--- config.mk ---
export PLATFORM = sky130hd
export DESIGN_NAME = queue_calc_ctrl
export DESIGN_NICKNAME = d
export VERILOG_FILES = /design/src/rtl/queue_calc_pkg.sv /design/src/rtl/queue_calc_ctrl.sv
export SDC_FILE = /design/constraint.sdc
export NUM_CORES = 1
export LEC_CHECK = 0
export ABC_AREA = 1
export CAP_MARGIN = 10
export CORE_MARGIN = 2
export CORE_UTILIZATION = 30
export CTS_CLUSTER_DIAMETER = 40
export DETAILED_ROUTE_END_ITERATION = 7
export HOLD_SLACK_MARGIN = 0.1
export SYNTH_ARGS = -nofsm -noshare
export SYNTH_HDL_FRONTEND = slang
export SYNTH_SLANG_ARGS = --single-unit
--- constraint.sdc ---
create_clock -name clk -period 2.53 [get_ports clk]
set_input_delay 0.3795 -clock clk [delete_from_list [all_inputs] [get_ports clk]]
set_output_delay 0.3795 -clock clk [all_outputs]
set_load 0.01 [all_outputs]
--- src/rtl/queue_calc_pkg.sv ---
// Shared definitions for the queue calculator: opcodes (common with the ALU),
// sequencer state encoding and error codes.
package queue_calc_pkg;

  localparam int unsigned OP_W  = 3;
  localparam int unsigned ERR_W = 2;

  typedef enum logic [OP_W-1:0] {
    OP_PUSH = 3'd0,
    OP_POP  = 3'd1,
    OP_ADD  = 3'd2,
    OP_MULL = 3'd3,
    OP_SUB  = 3'd4,
    OP_DIV  = 3'd5,
    OP_REM  = 3'd6,
    OP_ILL  = 3'd7
  } op_e;

  typedef enum logic [2:0] {
    ST_IDLE,
    ST_PUSH,
    ST_POP,
    ST_POP_A,
    ST_POP_B,
    ST_EXEC,
    ST_WRITE,
    ST_ERR
  } state_e;

  typedef enum logic [ERR_W-1:0] {
    ERR_NONE  = 2'd0,
    ERR_UNDER = 2'd1,
    ERR_OVER  = 2'd2,
    ERR_DIVZ  = 2'd3
  } err_e;

endpackage

--- src/rtl/queue_calc_ctrl.sv ---
// Queue calculator sequencer: accepts one instruction at a time, moves operands
// from the operand queue to the ALU and writes results back, flagging faults.
module queue_calc_ctrl
  import queue_calc_pkg::*;
#(
  parameter int unsigned DATA_W = 8,
  parameter int unsigned DEPTH  = 16,
  parameter int unsigned CNT_W  = 5
) (
  input  logic                clk,
  input  logic                rst,
  input  logic                instr_valid,
  output logic                instr_ready,
  input  logic [OP_W-1:0]     instr_op,
  input  logic [DATA_W-1:0]   instr_imm,
  input  logic [CNT_W-1:0]    q_count,
  input  logic [DATA_W-1:0]   q_rdata,
  output logic                q_pop,
  output logic                q_push,
  output logic [DATA_W-1:0]   q_wdata,
  output logic [OP_W-1:0]     alu_opcode,
  output logic [2*DATA_W-1:0] alu_operands,
  output logic [DATA_W-1:0]   alu_push_val,
  input  logic [DATA_W-1:0]   alu_result,
  output logic                pop_valid,
  output logic [DATA_W-1:0]   pop_data,
  output logic                err,
  output logic [ERR_W-1:0]    err_code,
  output logic                busy
);

  localparam logic [CNT_W-1:0] FULL_CNT = CNT_W'(DEPTH);
  localparam logic [CNT_W-1:0] BIN_MIN  = CNT_W'(2);

  state_e              state_q, state_d;
  op_e                 op_q, op_d;
  logic [DATA_W-1:0]   a_q, a_d, b_q, b_d, imm_q, imm_d;

  logic                ready_q, ready_d, busy_q, busy_d;
  logic                pop_q, pop_d, push_q, push_d;
  logic [DATA_W-1:0]   wdata_q, wdata_d;
  op_e                 opcode_q, opcode_d;
  logic [2*DATA_W-1:0] operands_q, operands_d;
  logic                pv_q, pv_d;
  logic [DATA_W-1:0]   pdata_q, pdata_d;
  logic                err_q, err_d;
  err_e                ecode_q, ecode_d;

  logic                rej;
  err_e                rej_code;
  logic                div_zero_c;

  assign div_zero_c = ((op_q == OP_DIV) || (op_q == OP_REM)) && (b_q == '0);

  // Next-state, operand capture and next-cycle output values
  always_comb begin
    state_d    = state_q;
    op_d       = op_q;
    a_d        = a_q;
    b_d        = b_q;
    imm_d      = imm_q;
    pop_d      = 1'b0;
    push_d     = 1'b0;
    wdata_d    = '0;
    opcode_d   = OP_POP;
    operands_d = '0;
    pv_d       = 1'b0;
    pdata_d    = '0;
    err_d      = 1'b0;
    ecode_d    = ERR_NONE;
    rej        = 1'b0;
    rej_code   = ERR_NONE;

    case (state_q)
      ST_IDLE: begin
        if (instr_valid) begin
          op_d  = op_e'(instr_op);
          imm_d = instr_imm;
          case (op_e'(instr_op))
            OP_PUSH: begin
              if (q_count >= FULL_CNT) begin
                rej      = 1'b1;
                rej_code = ERR_OVER;
              end else begin
                state_d = ST_PUSH;
                push_d  = 1'b1;
                wdata_d = instr_imm;
              end
            end
            OP_POP: begin
              if (q_count == '0) begin
                rej      = 1'b1;
                rej_code = ERR_UNDER;
              end else begin
                state_d = ST_POP;
                pop_d   = 1'b1;
                pv_d    = 1'b1;
                pdata_d = q_rdata;
              end
            end
            OP_ILL: begin
              rej      = 1'b1;
              rej_code = ERR_DIVZ;
            end
            default: begin
              if (q_count < BIN_MIN) begin
                rej      = 1'b1;
                rej_code = ERR_UNDER;
              end else begin
                state_d = ST_POP_A;
                pop_d   = 1'b1;
              end
            end
          endcase
          if (rej) begin
            state_d = ST_ERR;
            err_d   = 1'b1;
            ecode_d = rej_code;
          end
        end
      end
      ST_POP_A: begin
        a_d     = q_rdata;
        pop_d   = 1'b1;
        state_d = ST_POP_B;
      end
      ST_POP_B: begin
        b_d        = q_rdata;
        opcode_d   = op_q;
        operands_d = {a_q, q_rdata};
        state_d    = ST_EXEC;
      end
      ST_EXEC: begin
        push_d  = 1'b1;
        state_d = ST_WRITE;
        if (div_zero_c) begin
          err_d   = 1'b1;
          ecode_d = ERR_DIVZ;
        end
      end
      default: state_d = ST_IDLE;
    endcase

    ready_d = (state_d == ST_IDLE);
    busy_d  = !ready_d;
  end

  always_ff @(posedge clk or posedge rst) begin
    if (rst) begin
      state_q    <= ST_IDLE;
      op_q       <= OP_PUSH;
      a_q        <= '0;
      b_q        <= '0;
      imm_q      <= '0;
      ready_q    <= 1'b1;
      busy_q     <= 1'b0;
      pop_q      <= 1'b0;
      push_q     <= 1'b0;
      wdata_q    <= '0;
      opcode_q   <= OP_POP;
      operands_q <= '0;
      pv_q       <= 1'b0;
      pdata_q    <= '0;
      err_q      <= 1'b0;
      ecode_q    <= ERR_NONE;
    end else begin
      state_q    <= state_d;
      op_q       <= op_d;
      a_q        <= a_d;
      b_q        <= b_d;
      imm_q      <= imm_d;
      ready_q    <= ready_d;
      busy_q     <= busy_d;
      pop_q      <= pop_d;
      push_q     <= push_d;
      wdata_q    <= wdata_d;
      opcode_q   <= opcode_d;
      operands_q <= operands_d;
      pv_q       <= pv_d;
      pdata_q    <= pdata_d;
      err_q      <= err_d;
      ecode_q    <= ecode_d;
    end
  end

  // The ALU result only arrives in WRITE, so write data bypasses the register there
  assign q_wdata      = (state_q == ST_WRITE) ? (div_zero_c ? '0 : alu_result) : wdata_q;
  assign instr_ready  = ready_q;
  assign busy         = busy_q;
  assign q_pop        = pop_q;
  assign q_push       = push_q;
  assign alu_opcode   = opcode_q;
  assign alu_operands = operands_q;
  assign alu_push_val = imm_q;
  assign pop_valid    = pv_q;
  assign pop_data     = pdata_q;
  assign err          = err_q;
  assign err_code     = ecode_q;

endmodule

==> results of run 1 <==
per-stage QoR:
stage | hold slack (ns) | instances | total power [W] | worst slack [ns]
2_1_floorplan | 0.451 | 291 | 0.00252 | 0.301
3_3_place_gp | 0.466 | 500 | 0.00305 | 0.408
3_5_place_dp | 0.469 | 500 | 0.00309 | 0.376
4_1_cts | 0.377 | 516 | 0.00404 | 0.0118
5_1_grt | 0.411 | 520 | 0.00429 | 0.0124
6_report | 0.366 | 520 | 0.00401 | 0.139
sequential cells by signal, summed over array words and instances, names as in the netlist:
signal / flops
alu_opcode: 3
pop_data: 8
op_q: 3
instr_ready: 1
state_q: 3
alu_push_val: 8
b_q: 8
pop_valid: 1
wdata_q: 8
err_code: 2
err: 1
alu_operands: 16
q_pop: 1
q_push: 1
busy: 1
a_q: 8
worst register-to-register path, stage by stage, from the launching register on:
cell	delay, ns
sky130_fd_sc_hd__dfrtp_1	0.45
sky130_fd_sc_hd__inv_2	0.08
sky130_fd_sc_hd__nand2_2	0.09
sky130_fd_sc_hd__nor2_2	0.06
sky130_fd_sc_hd__inv_2	0.43
sky130_fd_sc_hd__nand2_1	0.15
sky130_fd_sc_hd__nor2_1	0.11
sky130_fd_sc_hd__nand2_1	0.07
cells by family after synthesis:
logic type | Yosys count | share of synthesized area
simple gates | 135 | 0.214
buf+inv | 50 | 0.0793
flops | 73 | 0.637
compound gates | 33 | 0.0689
path summary, 6_finish.rpt:
path / endpoint / from
worst max register to register: busy$_DFF_PP0_ / state_q[1]$_DFF_PP0_
min in group clk: a_q[4]$_DFFE_PP0P_ / a_q[4]$_DFFE_PP0P_
worst min-delay path: alu_operands[0]$_DFF_PP0_ / rst
worst max-delay path: q_wdata[0] / b_q[5]$_DFFE_PP0N_
max in group asynchronous: instr_ready$_DFF_PP1_ / rst
worst min register to register: a_q[4]$_DFFE_PP0P_ / a_q[4]$_DFFE_PP0P_
routing by layer:
metal  wire (µm)  share of wire  vias to the layer above  GRT usage
met5           0              0                        -          0
met4          85          0.013                        0     0.0554
met3         498          0.076                       10     0.0404
met2        2990           0.46                       84      0.206
met1        2970           0.45                     1031      0.177
li1            -              -                     1086          -
where the power goes:
group	switching, W	leakage (nW)	total, W	internal [W]
combinational	0.000733	0.930	0.00137	0.000639
clock	0.000470	0.100	0.000934	0.000464
sequential	0.000178	0.954	0.00170	0.00152
layout make-up:
cell class	count	share of cell area
repair buffers	91	0.224
flip-flops and latches	73	0.446
clock buffers	9	0.0302
well taps	129	0.0394
inverters	43	0.0412
clock inverters	7	0.0189
multi-input cells	168	0.200
layout by cell type (no fill, tap or decap), types with 2 or more instances in the layout:
cell,n
sky130_fd_sc_hd__nand2_4,2
sky130_fd_sc_hd__nand4_1,2
sky130_fd_sc_hd__nand2_2,4
sky130_fd_sc_hd__clkdlybuf4s50_1,85
sky130_fd_sc_hd__buf_4,3
sky130_fd_sc_hd__nor2_1,46
sky130_fd_sc_hd__nand2_1,57
sky130_fd_sc_hd__o21ai_1,12
sky130_fd_sc_hd__inv_2,3
sky130_fd_sc_hd__clkbuf_8,9
sky130_fd_sc_hd__dfstp_2,2
sky130_fd_sc_hd__clkinv_4,2
sky130_fd_sc_hd__inv_1,38
sky130_fd_sc_hd__nor2_2,2
sky130_fd_sc_hd__o21ai_2,8
sky130_fd_sc_hd__nand3_1,15
sky130_fd_sc_hd__buf_12,2
sky130_fd_sc_hd__inv_6,3
sky130_fd_sc_hd__dfrtp_1,71
sky130_fd_sc_hd__o21ai_0,11
sky130_fd_sc_hd__nand3_4,2
timing repair:
| action | 4_1_cts | 5_1_grt |
|---|---|---|
| pin swaps | 0 | 2 |
| resized for setup | 1 | 1 |
| hold endpoints to repair | 0 | 0 |
| endpoints found under the setup margin | 1 | 8 |
| setup buffers | 0 | 4 |
==> implementation parameters, run 1 <==
Parameter                              Value

CTS
  CTS tree    built
  Clock transition at the register clock pins on the worst setup and hold paths after CTS    0.09 ns
  Total of hold buffers inserted after clock tree synthesis    0
  Clock root buffer master    sky130_fd_sc_hd__clkbuf_8
  H-tree Lvls    3
  TritonCTS Buffers    9
  Clk_lat worst skew    0.34 ns
  Maximum count of clock buffers along a single path    2
  Clock tree sinks    73

Setup path
  Required time of the critical path    2.15 ns
  Element type at the critical path end    output pin
  Slowest cell on the critical path    sky130_fd_sc_hd__clkdlybuf4s50_1
  Stage delay of the slowest cell on the critical path    0.47 ns
  Total stage count of the critical path    7
  Type of the worst setup path    reg2out
  Kind of launch point of the worst setup path    flip-flop
  CP bufs+invs    2
  Internal reg-to-reg setup slack    0.99 ns
  Crit path cell chain    or2_0, nor3_2, nand2_2, buf_2, nand3_1, nand2_1, clkdlybuf4s50_1
  CP arrival    2.01 ns
  Cell family contributing the most delay on the critical path    simple AND/OR/NAND/NOR gates
  Worst-case reg-to-reg path depth    7
  Crit path max fanout    5

STA
  Maximum operating frequency    0.418 GHz
  Share of the cycle needed by the critical path after routing    0.945
  Max-slew violation total from the final report    0
  Slew HR    0.626
  Worst Tran Pin Value    0.561 ns
  Final hold violation count    0
  Unrepaired setup endpoints after global routing    false
  Worst clock skew    0.0106 ns
  Final Setup Violations    0
  Summed negative setup slack over all endpoints    0 ns
  Final Critical Period    2.39 ns

Global route
  Total global routing overflow    0
  Initial antenna violation count    0
  Overall fraction of global-route tracks in use    0.134
  First-pass GRT wire length    10600 µm
  Maximum number of pins on one net before global-route repair    40
  Vias in the first global route    2179

Cells and area
  Register Area    1830 µm²
  Final standard cell area without fillers    4100 µm²
  Total area of multi-input combinational cells    821 µm²
  Antenna fix cells    0
  Layout Utilization    0.444
  Fill count    897
  Final Net Count    421
  Layout cells sized above 1    0.130
  Area growth syn-to-layout    42.9%

Routing
  Per-cell via count in the routed design    4.25
  Average detailed-routed wire length per instance    12.6 µm
  Total number of vias    2211
  First-pass DRT Iterations    4
  Iteration-0 DRC count of the detailed router    49
  Antenna violation net count after detailed routing    0
  Post-route DRC    0
  Final WL    6540 µm

Job
  Count of max-cap constraint violations    0

Yosys
  Post-synthesis sequential element count    73
  Synth Warn #    0
  Avg Synthesized Cell Area    9.86 µm²
  Proportion of synthesized flip-flops having asynchronous set or reset    1.00
  Synth top area share    0.619
  Largest area contributor in the netlist    sky130_fd_sc_hd__dfrtp_1
  Commonest cells post-synth    sky130_fd_sc_hd__dfrtp_1, sky130_fd_sc_hd__nand2_1, sky130_fd_sc_hd__nor2_1
  Mapped Nets    326
  Number of distinct library cell variants in the gate-level netlist after synthesis    27
  Sequential share of the synthesized area    0.637
  Top area cells in the synthesized netlist    sky130_fd_sc_hd__dfrtp_1, sky130_fd_sc_hd__nand2_1, sky130_fd_sc_hd__nor2_1
  Number of synthesized flops with an enable pin    0
  Synthesized instance count    291
  Netlist area before placement    2870 µm²
  Most used standard cell by instance count after synthesis    sky130_fd_sc_hd__dfrtp_1
  Commonest register cell after synthesis    sky130_fd_sc_hd__dfrtp_1

Die
  I/O pin cnt    86
  Area of the placeable core    9240 µm²
  Vertical die dimension    102 µm
  Area enclosed by the die boundary    10400 µm²
  Number of rows in the core area    35
  Initial cell density of the core    0.311
  Die Wd    102 µm

Outcome
  Result of the run    completed

Power
  Ratio of total power to cell area    977 nW/µm²
  Static power due to leakage    1.98 nW
  Highest ir drop seen on vdd    0.334 mV

Min path
  Path class of the lowest-slack min-delay path    in2async

Placed design
  GP Congestion    0.860
  Instance area after placement    3850 µm²
  Port-buffer cells    85
  Total half-perimeter wirelength after legalization and detailed placement    4570 µm
Note: power is estimated with default switching activity, not from simulation.
==> run 2, diff against run 1 <==
--- a/config.mk
+++ b/config.mk
@@ -7,7 +7,6 @@
 export LEC_CHECK = 0
 export ABC_AREA = 1
 export CAP_MARGIN = 10
-export CORE_MARGIN = 2
 export CORE_UTILIZATION = 30
 export CTS_CLUSTER_DIAMETER = 40
 export DETAILED_ROUTE_END_ITERATION = 7
==> constraint.sdc (replaced) <==
create_clock -name clk -period 2.9 [get_ports clk]
set_input_delay 0.435 -clock clk [delete_from_list [all_inputs] [get_ports clk]]
set_output_delay 0.435 -clock clk [all_outputs]
set_load 0.01 [all_outputs]
==> run 2 against run 1 <==
Effect of this change:
- non-clock buffer count decreased by 5
- final cell count decreased by 1.2%
- count of clock-buffer cells in the layout increased by 1
- register-to-register slack improved by 0.34 ns
- design area decreased by 1.2%
- critical path depth decreased by 1
- total power decreased by 13%
- clock power decreased by 10%
- worst hold slack improved by 0.11 ns
- critical path type unchanged
- utilization decreased by 0.51 points
- first-iteration DRC count increased by 4.1%
- largest cell class unchanged
==> implementation parameters, run 2 (synthesized netlist as in run 1, its figures left out) <==
Parameter                              Value

CTS
  Total of hold buffers inserted after clock tree synthesis    0 (unchanged)
  Maximum count of clock buffers along a single path    2 (unchanged)
  Count of cells resized by post-cts repair    0 (-1)
  Post-CTS setup buffer count    0 (unchanged)
  TritonCTS Buffers    9 (unchanged)
  Clock root buffer master    sky130_fd_sc_hd__clkbuf_8
  Clock transition at the register clock pins on the worst setup and hold paths after CTS    0.08 ns (about the same)
  Clock tree sinks    73 (unchanged)
  Clk_lat worst skew    0.34 ns (about the same)
  H-tree Lvls    3 (unchanged)
  CTS tree    built

STA
  Max-slew violation total from the final report    0 (unchanged)
  Final Critical Period    2.52 ns
  Final Setup Violations    0 (unchanged)
  Share of the cycle needed by the critical path after routing    0.870
  Slew HR    0.618 (-0.00822)
  Summed negative setup slack over all endpoints    0 ns (unchanged)
  Crit path setup slack, layout    0.378 ns (+0.239 ns)
  Worst clock skew    0.00715 ns (-0.00345 ns)
  Unrepaired setup endpoints after global routing    false
  Maximum operating frequency    0.397 GHz
  Final hold violation count    0 (unchanged)
  Worst Tran Pin Value    0.573 ns (+0.0123 ns)

Placed design
  Total half-perimeter wirelength after legalization and detailed placement    4500 µm (-1.6%)
  GP Congestion    0.825 (-4.1%)
  Port-buffer cells    85 (unchanged)
  Worst-case setup slack after placement    0.699 ns (+0.324 ns)

Die
  Area of the placeable core    9240 µm² (unchanged)
  I/O pin cnt    86 (unchanged)
  Die Wd    99.8 µm (-2.0%)
  Area enclosed by the die boundary    9960 µm² (-3.9%)
  Number of rows in the core area    35 (unchanged)
  Vertical die dimension    99.8 µm (-2.0%)
  Initial cell density of the core    0.311 (unchanged)

Routing
  Antenna violation net count after detailed routing    0 (unchanged)
  Per-cell via count in the routed design    4.25 (about the same)
  Post-route DRC    0 (unchanged)
  Average detailed-routed wire length per instance    12.3 µm (-1.9%)
  First-pass DRT Iterations    4 (unchanged)
  Total number of vias    2186 (-1.1%)
  Final WL    6340 µm (-3.1%)
  Iteration-0 DRC count of the detailed router    51 (+4.1%)

Setup path
  Kind of launch point of the worst setup path    flip-flop
  Internal reg-to-reg setup slack    1.33 ns (+0.34 ns)
  Type of the worst setup path    reg2out
  Required time of the critical path    2.47 ns (+0.32 ns)
  Crit path max fanout    11 (+6)
  CP arrival    2.09 ns (+0.08 ns)
  Element type at the critical path end    output pin

Global route
  Maximum number of pins on one net before global-route repair    48 (+20%)
  Vias in the first global route    2180 (+0.046%)
  Initial antenna violation count    0 (unchanged)
  First-pass GRT wire length    10400 µm (-2.7%)
  Overall fraction of global-route tracks in use    0.138 (+0.00400)
  Total global routing overflow    0 (unchanged)

Min path
  Path class of the lowest-slack min-delay path    in2async

Cells and area
  Layout cells sized above 1    0.109 (-0.0213)
  Most frequent standard cell in the layout excluding fill and tap cells    sky130_fd_sc_hd__clkdlybuf4s50_1
  Flip-flop count of the largest register, all copies and words added    16 (unchanged)
  Commonest cells after routing, fill and taps aside    sky130_fd_sc_hd__clkdlybuf4s50_1, sky130_fd_sc_hd__dfrtp_1, sky130_fd_sc_hd__nand2_1
  Antenna fix cells    0 (unchanged)
  Area growth syn-to-layout    41.2%
  Final Net Count    416 (-1.2%)

Outcome
  Result of the run    completed

Power
  Highest ir drop seen on vdd    0.337 mV (+0.87%)
  Static power due to leakage    1.96 nW (-1.2%)
  Ratio of total power to cell area    863 nW/µm² (-12%)

Job
  Count of max-cap constraint violations    0 (unchanged)
==> run 2: critical path: stages, from the launching register on <==
cell	delay (ns)
sky130_fd_sc_hd__dfrtp_1	0.37
sky130_fd_sc_hd__or2_0	0.21
sky130_fd_sc_hd__nor3_1	0.18
sky130_fd_sc_hd__nand2_1	0.28
sky130_fd_sc_hd__nand3_1	0.15
sky130_fd_sc_hd__nand2_1	0.07
sky130_fd_sc_hd__clkdlybuf4s50_1	0.47
==> run 2: per-stage QoR <==
stage / hold slack, ns / total power [W] / area [µm²] / util / cells
after floorplan: 0.451 / 0.00220 / 2870 / - / 291
after global placement: 0.466 / 0.00266 / 3840 / 0.416 / 499
after detailed placement: 0.468 / 0.00269 / 3840 / 0.416 / 499
after CTS: 0.482 / 0.00355 / 4050 / 0.439 / 514
after global routing: 0.499 / 0.00374 / 4050 / 0.439 / 514
final: 0.473 / 0.00350 / 4050 / 0.439 / 514
==> run 2: layout make-up <==
type                       instances  area, µm²
clock inverter                     5       81.3
multi-input combinational        168        813
timing repair buffer              86        871
tap                              129        161
fill                             934       5190
clock buffer                      10        128
inverter                          43        169
sequential                        73       1830
==> run 2: path summary, 6_finish.rpt <==
kind / end / startpoint / cells past startpoint
setup reg to reg: busy$_DFF_PP0_ / state_q[1]$_DFF_PP0_ / 7
hold reg to reg: a_q[4]$_DFFE_PP0P_ / a_q[4]$_DFFE_PP0P_ / 2
hold / removal: a_q[1]$_DFFE_PP0P_ / rst / 2
min in group clk: a_q[4]$_DFFE_PP0P_ / a_q[4]$_DFFE_PP0P_ / 2
max in group asynchronous: instr_ready$_DFF_PP1_ / rst / 3
setup / recovery: q_wdata[2] / b_q[5]$_DFFE_PP0N_ / 6
==> run 2: routing by layer <==
layer / part of all wire / up-vias / global-route usage / routed length (µm)
li1: - / 1068 / - / -
met1: 0.42 / 1006 / 0.165 / 2680
met2: 0.47 / 103 / 0.217 / 2960
met3: 0.095 / 9 / 0.0585 / 602
met4: 0.016 / 0 / 0.0600 / 103
met5: 0 / - / 0 / 0
==> run 2: power by group <==
group	leakage (nW)	total (W)	internal (W)	switching, W
registers	0.954	0.00148	0.00133	0.000152
logic	0.904	0.00118	0.000542	0.000634
clock network	0.102	0.000839	0.000480	0.000359
==> run 3, diff against run 2 <==
--- a/config.mk
+++ b/config.mk
@@ -5,7 +5,7 @@
 export SDC_FILE = /design/constraint.sdc
 export NUM_CORES = 1
 export LEC_CHECK = 0
-export ABC_AREA = 1
+export ABC_AREA = 0
 export CAP_MARGIN = 10
 export CORE_UTILIZATION = 30
 export CTS_CLUSTER_DIAMETER = 40
==> run 3 against run 2 <==
Effect of this change:
- the run now ends with DRC left
- final cell count down 17%
- maximum frequency down 5.0%
- worst setup slack worse by 0.13 ns
- design area down 3.1%
- synthesized cell count down 23%
- count of clock-buffer cells in the layout up 2
- sequential power about the same
- via count down 7.5%
- combinational power about the same
- largest power group unchanged
==> implementation parameters, run 3 <==
Parameter                              Value

Min path
  Path class of the lowest-slack min-delay path    reg2reg
  Hold Crit Depth    2

Global route
  Initial antenna violation count    0 (unchanged)
  Vias in the first global route    2141 (-1.8%)
  Maximum number of pins on one net before global-route repair    74 (+54%)
  Total global routing overflow    0 (unchanged)
  First-pass GRT wire length    10600 µm (+2.3%)
  Overall fraction of global-route tracks in use    0.143 (+0.00514)

STA
  Unrepaired setup endpoints after global routing    false
  Share of the cycle needed by the critical path after routing    0.916 (+0.0462)
  Final Setup Violations    0 (unchanged)
  Worst clock skew    0.00440 ns (-0.00275 ns)
  Maximum operating frequency    0.377 GHz (-5.0%)
  Slew HR    0.541 (-0.0766)
  Worst Tran Pin Value    0.687 ns (+0.114 ns)
  Max-slew violation total from the final report    0 (unchanged)
  Final Critical Period    2.66 ns (+0.134 ns)
  Summed negative setup slack over all endpoints    0 ns (unchanged)
  Final hold violation count    0 (unchanged)

Power
  Internal portion of total power    0.00228 W (-3.2%)
  Power Total    0.00332 W (-5.1%)
  Seq pwr share    0.453 (+0.029)
  Static power due to leakage    1.85 nW (-5.8%)
  Switch share    0.314 (-0.0140)
  Highest ir drop seen on vdd    0.291 mV (-14%)
  Total net switching power    0.00104 W (-9.2%)
  Ratio of total power to cell area    845 nW/µm² (-2.1%)
  Portion of total power attributed to combinational logic    0.347 (+0.011)
  Clock network fraction of design power    0.200 (-0.040)

Yosys
  Proportion of synthesized flip-flops having asynchronous set or reset    1.00 (unchanged)
  Top area cells in the synthesized netlist    sky130_fd_sc_hd__dfrtp_1, sky130_fd_sc_hd__mux2_2, sky130_fd_sc_hd__nand2_1
  Most used standard cell by instance count after synthesis    sky130_fd_sc_hd__dfrtp_1
  Main combinational cell family by area after synthesis    simple AND/OR/NAND/NOR gates
  Commonest cells post-synth    sky130_fd_sc_hd__dfrtp_1, sky130_fd_sc_hd__nand2_1, sky130_fd_sc_hd__and3_1
  Synthesized instance count    224 (-23%)
  Number of synthesized flops with an enable pin    0 (unchanged)
  Mapped Nets    259 (-21%)
  Synth Area in Compound Gates    0.0607 (-0.00821)
  Post-synthesis sequential element count    73 (unchanged)
  Number of distinct library cell variants in the gate-level netlist after synthesis    35 (+30%)
  Commonest register cell after synthesis    sky130_fd_sc_hd__dfrtp_1
  Avg Synthesized Cell Area    12.3 µm² (+25%)
  Netlist area before placement    2760 µm² (-3.7%)
  Sequential share of the synthesized area    0.662 (+0.0245)
  Synth top area share    0.643 (+0.0238)
  Largest area contributor in the netlist    sky130_fd_sc_hd__dfrtp_1
  Multiplexer share of the synthesized area    0.0652 (+0.0652)
  Post-synthesis adder-cell area fraction    0 (unchanged)
  Simple-Gate Fraction of Synth Area    0.191 (-0.0230)
  Area share of xor/xnor cells in the synthesized design    0.00317 (+0.00317)
  Synth Warn #    0 (unchanged)

Placed design
  GP Congestion    0.759 (-7.9%)
  Total half-perimeter wirelength after legalization and detailed placement    4350 µm (-3.3%)
  Port-buffer cells    85 (unchanged)
  # placed instances    412 (-17%)

Job
  Count of max-cap constraint violations    0 (unchanged)

CTS
  Clock tree sinks    73 (unchanged)
  CTS tree    built
  TritonCTS Buffers    9 (unchanged)
  Clock root buffer master    sky130_fd_sc_hd__clkbuf_8
  Clk_lat worst skew    0.34 ns (about the same)
  Post-CTS setup buffer count    0 (unchanged)
  Clock transition at the register clock pins on the worst setup and hold paths after CTS    0.07 ns (about the same)
  Maximum count of clock buffers along a single path    2 (unchanged)
  H-tree Lvls    3 (unchanged)

Routing
  First-pass DRT Iterations    6 (+2)
  Average detailed-routed wire length per instance    14.7 µm (+19%)
  Total number of vias    2023 (-7.5%)
  Antenna violation net count after detailed routing    0 (unchanged)
  Post-route DRC    6 (+6)
  Final WL    6290 µm (-0.73%)
  Per-cell via count in the routed design    4.73 (+11%)
  Iteration-0 DRC count of the detailed router    36 (-29%)

Cells and area
  Flip-flop count of the largest register, all copies and words added    16 (unchanged)
  Layout cells sized above 1    0.134 (+0.0253)
  Final Net Count    350 (-16%)
  Commonest cells after routing, fill and taps aside    sky130_fd_sc_hd__clkdlybuf4s50_1, sky130_fd_sc_hd__dfrtp_1, sky130_fd_sc_hd__nand2_1
  Area growth syn-to-layout    42.0%
  Post-route insts no fill    428 (-17%)
  Antenna fix cells    0 (unchanged)
  Fill count    840 (-10%)
  Most frequent standard cell in the layout excluding fill and tap cells    sky130_fd_sc_hd__clkdlybuf4s50_1

Setup path
  Worst-case reg-to-reg path depth    3 (-4)
  Required time of the critical path    2.47 ns (about the same)
  Crit path cell chain    inv_1, nand3_1, nor2_4, a22o_1, clkdlybuf4s50_1
  Slowest cell on the critical path    sky130_fd_sc_hd__clkdlybuf4s50_1
  Element type at the critical path end    output pin
  Kind of launch point of the worst setup path    flip-flop
  Crit path max fanout    9 (-2)
  CP arrival    2.22 ns (+0.13 ns)
  Stage delay of the slowest cell on the critical path    0.53 ns (+0.06 ns)
  Type of the worst setup path    reg2out

Die
  Vertical die dimension    98.0 µm (-1.8%)
  Area of the placeable core    8810 µm² (-4.7%)
  I/O pin cnt    86 (unchanged)
  Area enclosed by the die boundary    9600 µm² (-3.6%)
  Number of rows in the core area    34 (-2.9%)
  Die Wd    98.0 µm (-1.8%)
  Initial cell density of the core    0.314 (+0.00324)

Outcome
  Failing checks    DRC
  Result of the run    finished, violations left
run 3: cell types whose count changed after synthesis, sizes merged, moves of 6 or more:
cell and delta:
a22o +8, nor2 -43, nand3 -14, nand2 -23, buf -6, mux2 +16
o21ai -28, and2 +16, inv -40, clkbuf +9, and3 +19
run 3: per-stage QoR:
| step | setup WS, ns | utilization | cell area (µm²) | hold slack, ns |
|---|---|---|---|---|
| floorplan | 0.615 | - | 2760 | 0.451 |
| global placement | 0.498 | 0.427 | 3760 | 0.457 |
| detailed placement | 0.416 | 0.427 | 3760 | 0.465 |
| CTS | 0.0347 | 0.445 | 3920 | 0.491 |
| global route | 0.0656 | 0.446 | 3930 | 0.505 |
| finish | 0.244 | 0.446 | 3930 | 0.481 |
run 3: area by class of cell:
cell class / instances / area (µm²) / area share
Sequential cell: 73 / 1830 / 0.466
Timing Repair Buffer: 90 / 901 / 0.230
Multi-Input combinational cell: 138 / 893 / 0.228
Clock buffer: 12 / 135 / 0.0344
Tap cell: 108 / 135 / 0.0344
Clock inverter: 4 / 20.0 / 0.00510
Inverter: 3 / 11.3 / 0.00287
run 3: kinds of logic (layout without fill, tap and decap cells):
group / after synthesis / in the layout
AO/OA/AOI/OAI: 22 / 22
XOR/XNOR: 1 / 1
buffers and inverters: 13 / 109
flip-flops: 73 / 73
multiplexers: 16 / 16
AND/OR/NAND/NOR: 99 / 99
run 3: power groups by stage:
stage / clock network [W] / logic (W) / registers, W
floorplan: 0 / 0.000557 / 0.00155
global placement: 0 / 0.00115 / 0.00152
detailed placement: 0 / 0.00117 / 0.00152
CTS: 0.000683 / 0.00117 / 0.00151
global route: 0.000728 / 0.00126 / 0.00155
finish: 0.000663 / 0.00115 / 0.00150
run 3: worst max-delay path: cells and delay by family (launching register included):
kind | cells | cell delay, ns
buf+inv | 2 | 0.63
compound gates | 1 | 0.17
flops | 1 | 0.47
simple gates | 2 | 0.61
run 3: metal layers:
metal / share of wire / GRT usage / wire, µm
met1: 0.45 / 0.175 / 2820
met4: 0.015 / 0.0559 / 92
met3: 0.075 / 0.0501 / 475
met2: 0.46 / 0.230 / 2900
met5: 0 / 0 / 0
run 3: timing repair:
item | CTS | global route
setup endpoints to repair | 0 | 8
gates resized for setup | 0 | 2
hold buffers | 0 | 0
run 3: worst paths after layout:
kind	start	endpoint	slack (ns)
setup / recovery	state_q[0]$_DFF_PP0_	q_wdata[2]	0.24
hold / removal	alu_push_val[3]$_DFFE_PP0P_	alu_push_val[3]$_DFFE_PP0P_	0.48
setup reg to reg	state_q[0]$_DFF_PP0_	pop_data[5]$_DFF_PP0_	1.06
hold reg to reg	alu_push_val[3]$_DFFE_PP0P_	alu_push_val[3]$_DFFE_PP0P_	0.48
max in group asynchronous	rst	alu_opcode[0]$_DFF_PP1_	2.05
min in group asynchronous	rst	pop_data[5]$_DFF_PP0_	0.49
